==> config.mk <==
export PLATFORM = sky130hd
export DESIGN_NAME = vga_crtc_registers
export DESIGN_NICKNAME = d
export VERILOG_FILES = /design/src/rtl/vga_pkg.sv /design/src/rtl/vga_retrace_detect.sv /design/src/rtl/vga_crtc_registers.sv
export SDC_FILE = /design/constraint.sdc
export NUM_CORES = 1
export LEC_CHECK = 0
export ABC_CLOCK_PERIOD_IN_PS = 2700
export CORE_MARGIN = 1
export CORE_UTILIZATION = 35
export DETAILED_ROUTE_END_ITERATION = 8
export SKIP_CTS_REPAIR_TIMING = 1
export SLEW_MARGIN = 30
export SYNTH_ARGS = -nofsm -noshare
export SYNTH_HDL_FRONTEND = slang
export SYNTH_SLANG_ARGS = --single-unit
==> constraint.sdc <==
create_clock -name clk -period 2.7 [get_ports clk]
set_clock_uncertainty 0.1 [all_clocks]
set_input_delay 0.675 -clock clk [delete_from_list [all_inputs] [get_ports clk]]
set_output_delay 0.675 -clock clk [all_outputs]
set_load 0.02 [all_outputs]
==> src/rtl/vga_pkg.sv <==
// vga_pkg: shared constants and types for the VGA CRTC register block.
//   - Bus offsets (word address bits [3:1]) of the index/data, mode/colour
//     and status registers.
//   - Indices of the implemented CRTC registers.
//   - crtc_shadow_t: every field that is double-buffered to the display side.
//     Address fields are sized for the widest supported VADDR_W (16).
//   - status_byte(): assembles the status register read value.
package vga_pkg;

  localparam logic [2:0] OFF_INDEX  = 3'b010;
  localparam logic [2:0] OFF_MODE   = 3'b011;
  localparam logic [2:0] OFF_STATUS = 3'b101;

  localparam int CRTC_CURSOR_START = 'hA;
  localparam int CRTC_CURSOR_END   = 'hB;
  localparam int CRTC_START_HI     = 'hC;
  localparam int CRTC_START_LO     = 'hD;
  localparam int CRTC_CURSOR_HI    = 'hE;
  localparam int CRTC_CURSOR_LO    = 'hF;

  typedef struct packed {
    logic [15:0] cursor_pos;
    logic [15:0] start_addr;
    logic [4:0]  cursor_start;
    logic [4:0]  cursor_end;
    logic        cursor_disable;
  } crtc_shadow_t;

  // bit0: in any retrace, bit3: in vertical retrace, bit7: sticky retrace flag
  function automatic logic [7:0] status_byte(input logic hsync_n,
                                             input logic vsync_n,
                                             input logic pending);
    return {pending, 3'b000, ~vsync_n, 2'b00, ~hsync_n | ~vsync_n};
  endfunction

endpackage

==> src/rtl/vga_retrace_detect.sv <==
// vga_retrace_detect: vertical-retrace start detector and sticky flag.
//   i_clk, i_reset        : clock, synchronous active-high reset
//   i_vsync               : active-low vertical sync (clk domain)
//   i_status_rd           : status register read in progress (clears flag)
//   o_retrace_start       : combinational, high in the cycle vsync falls
//   o_retrace_pending     : sticky flag, set at retrace start
module vga_retrace_detect (
  input  logic i_clk,
  input  logic i_reset,
  input  logic i_vsync,
  input  logic i_status_rd,
  output logic o_retrace_start,
  output logic o_retrace_pending
);

  logic r_vsync_q;
  logic r_pending;

  assign o_retrace_start   = r_vsync_q & ~i_vsync;
  assign o_retrace_pending = r_pending;

  always_ff @(posedge i_clk) begin
    if (i_reset) begin
      // Idle level, so a low vsync coming out of reset still counts as an edge
      r_vsync_q <= 1'b1;
      r_pending <= 1'b0;
    end else begin
      r_vsync_q <= i_vsync;
      // A new retrace beats a simultaneous clearing read
      if (o_retrace_start)
        r_pending <= 1'b1;
      else if (i_status_rd)
        r_pending <= 1'b0;
    end
  end

endmodule

==> src/rtl/vga_crtc_registers.sv <==
// vga_crtc_registers: CPU-visible CRTC/mode/colour/status registers of the
// VGA controller.
//   Bus side : cs, data_m_addr[19:1] (only [3:1] decoded), data_m_data_in,
//              data_m_bytesel, data_m_wr_en, data_m_access -> data_m_ack and
//              registered data_m_data_out (one cycle after the access).
//   Display  : vga_vsync/vga_hsync in (active low); cursor_pos, cursor_start,
//              cursor_end, cursor_disable and start_addr are shadow copies
//              updated only at vertical-retrace start; mode_reg, colour_reg
//              are live.
//   vga_irq  : retrace interrupt, present only when VGA_IRQ_EN is defined;
//              otherwise tied low and mode_reg[6] is plain storage.
module vga_crtc_registers
  import vga_pkg::*;
#(
  parameter int NUM_CRTC_REGS = 32,
  parameter int VADDR_W       = 14
) (
  input  logic               clk,
  input  logic               reset,
  input  logic               cs,
  input  logic [19:1]        data_m_addr,
  input  logic [15:0]        data_m_data_in,
  output logic [15:0]        data_m_data_out,
  input  logic [1:0]         data_m_bytesel,
  input  logic               data_m_wr_en,
  input  logic               data_m_access,
  output logic               data_m_ack,
  input  logic               vga_vsync,
  input  logic               vga_hsync,
  output logic [VADDR_W-1:0] cursor_pos,
  output logic [4:0]         cursor_start,
  output logic [4:0]         cursor_end,
  output logic               cursor_disable,
  output logic [VADDR_W-1:0] start_addr,
  output logic [7:0]         mode_reg,
  output logic [7:0]         colour_reg,
  output logic               vga_irq
);

  localparam int IDX_W = $clog2(NUM_CRTC_REGS);
  localparam int HI_W  = VADDR_W - 8;

  localparam logic [IDX_W-1:0] IDX_CSTART = IDX_W'(CRTC_CURSOR_START);
  localparam logic [IDX_W-1:0] IDX_CEND   = IDX_W'(CRTC_CURSOR_END);
  localparam logic [IDX_W-1:0] IDX_SHI    = IDX_W'(CRTC_START_HI);
  localparam logic [IDX_W-1:0] IDX_SLO    = IDX_W'(CRTC_START_LO);
  localparam logic [IDX_W-1:0] IDX_CHI    = IDX_W'(CRTC_CURSOR_HI);
  localparam logic [IDX_W-1:0] IDX_CLO    = IDX_W'(CRTC_CURSOR_LO);
  // Keeps unused high-address bits zero so readback and shadows agree
  localparam logic [7:0]       HI_MASK    = 8'((1 << HI_W) - 1);

  logic             w_acc, w_rd, w_wr;
  logic [2:0]       w_off;
  logic             w_wr_index, w_wr_data, w_status_rd;
  logic [IDX_W-1:0] w_idx;
  logic [7:0]       w_din_lo, w_din_hi, w_crtc_rd;
  logic [15:0]      w_rd_data;
  logic             w_retrace_start, w_pending;

  logic [IDX_W-1:0] r_index;
  logic [7:0]       r_mode, r_colour;
  logic [15:0]      r_data_out;
  logic             r_ack, r_irq;
  crtc_shadow_t     r_live, r_shadow;

  assign w_acc       = cs & data_m_access;
  assign w_rd        = w_acc & ~data_m_wr_en;
  assign w_wr        = w_acc & data_m_wr_en;
  assign w_off       = data_m_addr[3:1];
  assign w_din_lo    = data_m_data_in[7:0];
  assign w_din_hi    = data_m_data_in[15:8];
  assign w_wr_index  = w_wr & (w_off == OFF_INDEX) & data_m_bytesel[0];
  assign w_wr_data   = w_wr & (w_off == OFF_INDEX) & data_m_bytesel[1];
  assign w_status_rd = w_rd & (w_off == OFF_STATUS);
  // A data write sharing the cycle with an index write targets the new index
  assign w_idx       = w_wr_index ? w_din_lo[IDX_W-1:0] : r_index;

  vga_retrace_detect u_retrace (
    .i_clk             (clk),
    .i_reset           (reset),
    .i_vsync           (vga_vsync),
    .i_status_rd       (w_status_rd),
    .o_retrace_start   (w_retrace_start),
    .o_retrace_pending (w_pending)
  );

  always_comb begin
    w_crtc_rd = '0;
    case (r_index)
      IDX_CSTART: w_crtc_rd = {2'b00, r_live.cursor_disable, r_live.cursor_start};
      IDX_CEND:   w_crtc_rd = {3'b000, r_live.cursor_end};
      IDX_SHI:    w_crtc_rd = r_live.start_addr[15:8];
      IDX_SLO:    w_crtc_rd = r_live.start_addr[7:0];
      IDX_CHI:    w_crtc_rd = r_live.cursor_pos[15:8];
      IDX_CLO:    w_crtc_rd = r_live.cursor_pos[7:0];
      default:    w_crtc_rd = '0;
    endcase
  end

  always_comb begin
    w_rd_data = '0;
    if (w_rd) begin
      case (w_off)
        OFF_INDEX: begin
          if (data_m_bytesel[0]) w_rd_data[7:0]  = 8'(r_index);
          if (data_m_bytesel[1]) w_rd_data[15:8] = w_crtc_rd;
        end
        OFF_MODE: begin
          if (data_m_bytesel[0]) w_rd_data[7:0]  = r_mode;
          if (data_m_bytesel[1]) w_rd_data[15:8] = r_colour;
        end
        OFF_STATUS: begin
          if (data_m_bytesel[0])
            w_rd_data[7:0] = status_byte(vga_hsync, vga_vsync, w_pending);
        end
        default: w_rd_data = '0;
      endcase
    end
  end

  always_ff @(posedge clk) begin
    if (reset) begin
      r_index    <= '0;
      r_mode     <= '0;
      r_colour   <= '0;
      r_data_out <= '0;
      r_ack      <= 1'b0;
      r_irq      <= 1'b0;
      r_live     <= '0;
      r_shadow   <= '0;
    end else begin
      r_ack      <= w_acc;
      r_data_out <= w_rd_data;
      // Captures pre-write live values; a same-cycle write waits a frame
      if (w_retrace_start)
        r_shadow <= r_live;
      if (w_wr_index)
        r_index <= w_din_lo[IDX_W-1:0];
      if (w_wr_data) begin
        case (w_idx)
          IDX_CSTART: begin
            r_live.cursor_disable <= w_din_hi[5];
            r_live.cursor_start   <= w_din_hi[4:0];
          end
          IDX_CEND: r_live.cursor_end        <= w_din_hi[4:0];
          IDX_SHI:  r_live.start_addr[15:8]  <= w_din_hi & HI_MASK;
          IDX_SLO:  r_live.start_addr[7:0]   <= w_din_hi;
          IDX_CHI:  r_live.cursor_pos[15:8]  <= w_din_hi & HI_MASK;
          IDX_CLO:  r_live.cursor_pos[7:0]   <= w_din_hi;
          default: ;
        endcase
      end
      if (w_wr && (w_off == OFF_MODE)) begin
        if (data_m_bytesel[0]) r_mode   <= w_din_lo;
        if (data_m_bytesel[1]) r_colour <= w_din_hi;
      end
`ifdef VGA_IRQ_EN
      r_irq <= w_pending & r_mode[6];
`else
      r_irq <= 1'b0;
`endif
    end
  end

  assign data_m_data_out = r_data_out;
  assign data_m_ack      = r_ack;
  assign cursor_pos      = r_shadow.cursor_pos[VADDR_W-1:0];
  assign start_addr      = r_shadow.start_addr[VADDR_W-1:0];
  assign cursor_start    = r_shadow.cursor_start;
  assign cursor_end      = r_shadow.cursor_end;
  assign cursor_disable  = r_shadow.cursor_disable;
  assign mode_reg        = r_mode;
  assign colour_reg      = r_colour;
  assign vga_irq         = r_irq;

endmodule

==> Yosys cells after proc, flatten, opt, wreduce, memory -nomap -nowiden <==
Index checks and enable logic that the tools add are counted.
{ "totals": {"ff_bits": 118, "latch_bits": 0, "in_bits": 44, "mem_bits_ro": 0, "mem_count": 0, "ram_bits": 0, "wordCells": 69, "out_inout_bits": 73} }
{ "classes": {"addsub": 0, "reduce_logical": 11, "div_mod_pow": 0, "bitwise": 13, "n_eq_ne": 15, "muxes": 11, "n_shift": 0, "multipliers": 0, "order_cmp": 0} }
{ "ops": {"columns": ["op", "n"], "rows": [
  ["5-bit by 4-bit == test with 1-bit output (second input constant)", 12],
  ["8-bit case mux with 6 select lines", 1],
  ["8-bit 2-to-1 mux", 4],
  ["8-bit case mux with 3 select lines", 1],
  ["8-bit case mux with 2 select lines", 1],
  ["2-bit AND reduction", 8],
  ["5-bit 2-to-1 mux", 2],
  ["1-bit AND", 8],
  ["3-bit by 2-bit == test with 1-bit output (second input constant)", 2],
  ["1-bit inverter", 4],
  ["3-bit == test (second input constant)", 1],
  ["1-bit 2-to-1 mux", 2],
  ["2-bit nonzero test", 1],
  ["2-bit OR reduction", 1],
  ["1-bit logical AND", 1],
  ["1-bit bitwise OR", 1]
]} }

==> Depth between registers and ports, before layout <==
{ "depth": {"ltp_word": 7, "mapped_depth": 6, "depth_no_buf": 4} }

==> Hierarchy <==
From an unflattened synthesis, not the netlist that was laid out.
{ "hier_totals": {"hier_cells": 498, "hier_area_um2": 4966.0} }
{ "modules_own_cells": {"columns": ["module", "seq_area_each_um2", "area_each_um2", "n_inst", "cells_per_inst"], "rows": [
  ["vga_crtc_registers", 2322.2, 4889.7, 1, 492],
  ["vga_retrace_detect", 40.0, 76.3, 1, 6]
]} }

==> Worst setup path after synthesis <==
OpenSTA, ideal clock, no wires.
{ "synth_path": {"path_kind": "input to register", "startpoint": "input data_m_bytesel[0]", "endpoint": "register r_live[11] (netlist name)", "arrival_time_ns": 1.904, "t_required_ns": 2.464, "setup_ns": 0.136, "n_path_buf": 0, "slack_ns": 0.560, "cell_stages": 4, "cell_sequence": "or3b_1 -> a2111oi_4 -> o21ai_2 -> mux2i_1"} }
{ "synth_via": {"elab_chain_len": 4} }
{ "synth_rtl": {"columns": ["item", "line_no", "source"], "rows": [
  ["start, declared", "vga_crtc_registers.sv:24", "input logic [1:0] data_m_bytesel,"],
  ["1-bit AND", "vga_crtc_registers.sv:72", "assign w_wr_index = w_wr & (w_off == OFF_INDEX) & data_m_bytesel[0];"],
  ["5-bit 2-to-1 mux", null, null],
  ["5-bit by 4-bit == test with 1-bit output", "vga_crtc_registers.sv:140", "case (w_idx)"],
  ["2-bit AND reduction (no line)", null, null],
  ["end, declared", "vga_crtc_registers.sv:64", "crtc_shadow_t r_live, r_shadow;"]
]} }
No other way between the ends.
A chain may end at the register's enable or synchronous reset.

==> Worst setup path after layout <==
{ "layout_path": {"startpoint": "input data_m_addr[2] (netlist name)", "endpoint": "register r_data_out[10], in the netlist data_m_data_out[10]"} }
{ "layout_via": {"elab_chain_len": 2, "word_cells_on_any_way": 3, "cone_classes": "eq/ne (2); mux (1)"} }
{ "layout_rtl": {"columns": ["item", "line_no", "source"], "rows": [
  ["start, declared", "vga_crtc_registers.sv:21", "input logic [19:1] data_m_addr,"],
  ["3-bit by 2-bit == test with 1-bit output", "vga_crtc_registers.sv:103", "case (w_off)"],
  ["8-bit case mux with 2 select lines *", "vga_crtc_registers.sv:103", null],
  ["end signal, assigned", "vga_crtc_registers.sv:133", "r_data_out <= w_rd_data;"],
  ["end, declared", "vga_crtc_registers.sv:62", "logic [15:0] r_data_out;"]
]} }
Mark *: on every way between the ends. The rest lies on a longest branch, timed or not.

==> flow_metrics.env <==
export IMPL_grt_pass1_wl_mm=20.4
export IMPL_vias=3965
export IMPL_synthesis_nets=566
export IMPL_yosys_cell_count_top_type="dfxtp_1"
export IMPL_min_from="cursor_disable$_SDFFE_PP0P_"
export IMPL_htreeDepth=4
export IMPL_diodes=0
export IMPL_worst_skew_pair_late_latency_ns=0.42
export IMPL_setup_viol=0
export IMPL_chipWidth_um=120
export IMPL_hp_class="reg2reg"
export IMPL_worst_path_max_fanout=6
export IMPL_grt_use_total=0.186
export IMPL_status="complete, no violations"
export IMPL_ys_ff_latch=118
export IMPL_dp_cells=788
export IMPL_antenna_left=0
export IMPL_required_ns=2.90
export IMPL_ir_drop_v=0.000301
export IMPL_r2r_end="data_m_data_out[10]$_SDFF_PP0_"
export IMPL_maxSlewViolCount=0
export IMPL_grt_busiest_layer="met2"
export IMPL_ys_seq_area_frac=0.488
export IMPL_path_clk_slew_ns=0.05
export IMPL_powerDensity_mw_per_mm2=653
export IMPL_path_class="in2reg"
export IMPL_syn_area_mm2=0.00484
export IMPL_antenna_found_initial=0
export IMPL_synth_largest_area_cell="dfxtp_1"
export IMPL_synthFlopType="dfxtp_1"
export IMPL_initial_core_util=0.363
export IMPL_worstSetupEndpointType="flip-flop"
export IMPL_synth_top_area_share=0.488
export IMPL_setup_worst_path_start_class="input port"
export IMPL_min_path_cells=2
export IMPL_n_fill_cell=1259
export IMPL_p_leak_nw=2.53
export IMPL_yosysWarningCount=0
export IMPL_wl_per_cell_um=15.6
export IMPL_async_flop_share=0
export IMPL_cts_root_buf="clkbuf_16"
export IMPL_relSlewSlack=0.561
export IMPL_worst_slew_pin_slew_ns=0.657
export IMPL_drv_cap=0
export IMPL_drt_iter0_drc=277
export IMPL_die_area_mm2=0.0143
export IMPL_area_delta_synth_final_pct=41.3
export IMPL_synth_edff_count=0
export IMPL_final_hold_violation_count=0
export IMPL_netlist_top_cells_count="118 x dfxtp_1, 93 x nand2_1, 76 x mux2i_1"
export IMPL_drive_gt1_frac=0.113
export IMPL_cts_max_path_buffers=2
export IMPL_gp_congestion=0.795
export IMPL_row_count=42
export IMPL_period_minus_slack_ns=2.41
export IMPL_num_io_pins=117
export IMPL_io_buffers=99
export IMPL_grt_overflow=0
export IMPL_fin_util=0.513
export IMPL_r2r_worst_path_cells=4
export IMPL_synth_area_leaders="dfxtp_1 49%, mux2i_1 16%, nand2_1 7.2%"
export IMPL_cts_num_sinks=118
export IMPL_grtUsageMet3=0.0537
export IMPL_cts_made_buffers=17
export IMPL_fin_crit_sh=0.892
export IMPL_grt_max_degree=111
export IMPL_grtUsageMet1=0.252
export IMPL_wl_mm=12.8
export IMPL_grt_util_met2=0.279
export IMPL_dp_hpwl_mm=9.05
export IMPL_crit_arrival_ns=2.61
export IMPL_drcViolationCount=0
export IMPL_die_y_um=120
export IMPL_grt_pass1_vias=3811
export IMPL_r2r_slack_ns=0.55
export IMPL_largest_register_ffs=39
export IMPL_cts_tree="yes"
export IMPL_syn_instance_count=522
export IMPL_first_pass_iters=4
export IMPL_rsz0062_at_grt="false"
export IMPL_nNetsFinal=675
export IMPL_whs_endpoint="cursor_disable$_SDFFE_PP0P_"
export IMPL_ys_types=41
export IMPL_finalSetupTns_ns=0
export IMPL_final_cells=820
export IMPL_rr_startpoint="r_index[0]$_SDFF_PP0_"
export IMPL_regMostFlops="r_live"
export IMPL_fmaxAchievable_mhz=415
export IMPL_viasPerCell=4.84
export IMPL_fp_coreArea_mm2=0.0133
export IMPL_syn_avg_cell_area_um2=9.27
report_power, final:
part	internal (mW)	switching [mW]
Clock	1.74	0.801
Combinational	0.0829	0.102
Sequential	1.75	0.00265
placed cells by master, fill, tap and decap left out, types with 2 or more instances in the layout:
master / synthesis / routed
buf_4: 2 / 17
dfxtp_1: 118 / 118
clkdlybuf4s50_1: 0 / 98
buf_12: 0 / 6
o22ai_1: 4 / 4
a21oi_1: 42 / 42
clkbuf_8: 0 / 4
o21ai_2: 2 / 2
a221oi_1: 3 / 3
o2bb2ai_1: 2 / 2
mux2_2: 5 / 5
and3_1: 7 / 7
clkinv_4: 0 / 2
nor2_1: 30 / 30
or3b_2: 3 / 3
nor2b_1: 5 / 4
o21ai_0: 9 / 9
nand2b_1: 50 / 50
or3_1: 2 / 2
nand3_1: 7 / 7
nand3b_1: 6 / 6
nand2_2: 2 / 2
a22oi_1: 4 / 4
bufinv_16: 0 / 5
and2_1: 4 / 4
clkbuf_16: 0 / 17
mux2i_1: 76 / 76
nand2_1: 93 / 93
clkinvlp_4: 0 / 3
cell type report:
cell class	count	area, µm²	share of cell area
clock inverter	11	195	0.0285
tap	176	220	0.0322
timing repair buffer	122	1230	0.180
sequential	118	2360	0.345
clock buffer	21	480	0.0702
multi-input combinational	372	2350	0.343
cells by family (layout without fill, tap and decap cells):
family	Yosys count	count (layout)	synth area share
AND/OR/NAND/NOR	218	218	0.223
other	1	1	0.000775
buffers and inverters	32	154	0.0271
flip-flops	118	118	0.488
AO/OA/AOI/OAI	72	72	0.0920
multiplexers	81	81	0.169
worst max-delay path, cell delays in order:
cell and delay [ns]:
clkdlybuf4s50_1 0.58, nor2b_1 0.29, nand3_1 0.21, or3_1 0.52, o21ai_0 0.32
routing by layer:
metal | share of wire | up-vias
met2 | 0.46 | 97
met1 | 0.47 | 1860
met3 | 0.055 | 13
met4 | 0.016 | 0
li1 | - | 1995
met5 | 0 | -
through the flow:
stage               hold WS, ns  worst slack, ns  cell area [µm²]  power, mW
detailed placement        0.347           -0.104             6170       1.97
finish                    0.352            0.293             6840       4.47
global placement          0.347           -0.100             6170       1.97
CTS                       0.357            0.330             6840       4.51
global route              0.368            0.210             6840       4.61
floorplan                 0.342            0.560             4840       1.87
how the worst max path moves through the flow:
stage | from | cells past startpoint | slack (ns) | end
after floorplan | data_m_bytesel[0] | 4 | 0.56 | r_live[11]$_SDFFE_PP0P_
after detailed placement | data_m_addr[2] | 5 | -0.10 | data_m_data_out[10]$_SDFF_PP0_
after CTS | data_m_addr[2] | 5 | 0.33 | data_m_data_out[10]$_SDFF_PP0_
after global routing | data_m_bytesel[0] | 6 | 0.21 | r_live[9]$_SDFFE_PP0P_
final | data_m_addr[2] | 5 | 0.29 | data_m_data_out[10]$_SDFF_PP0_
after global placement | data_m_addr[2] | 5 | -0.10 | data_m_data_out[10]$_SDFF_PP0_
Note: power is estimated with default switching activity, not from simulation.
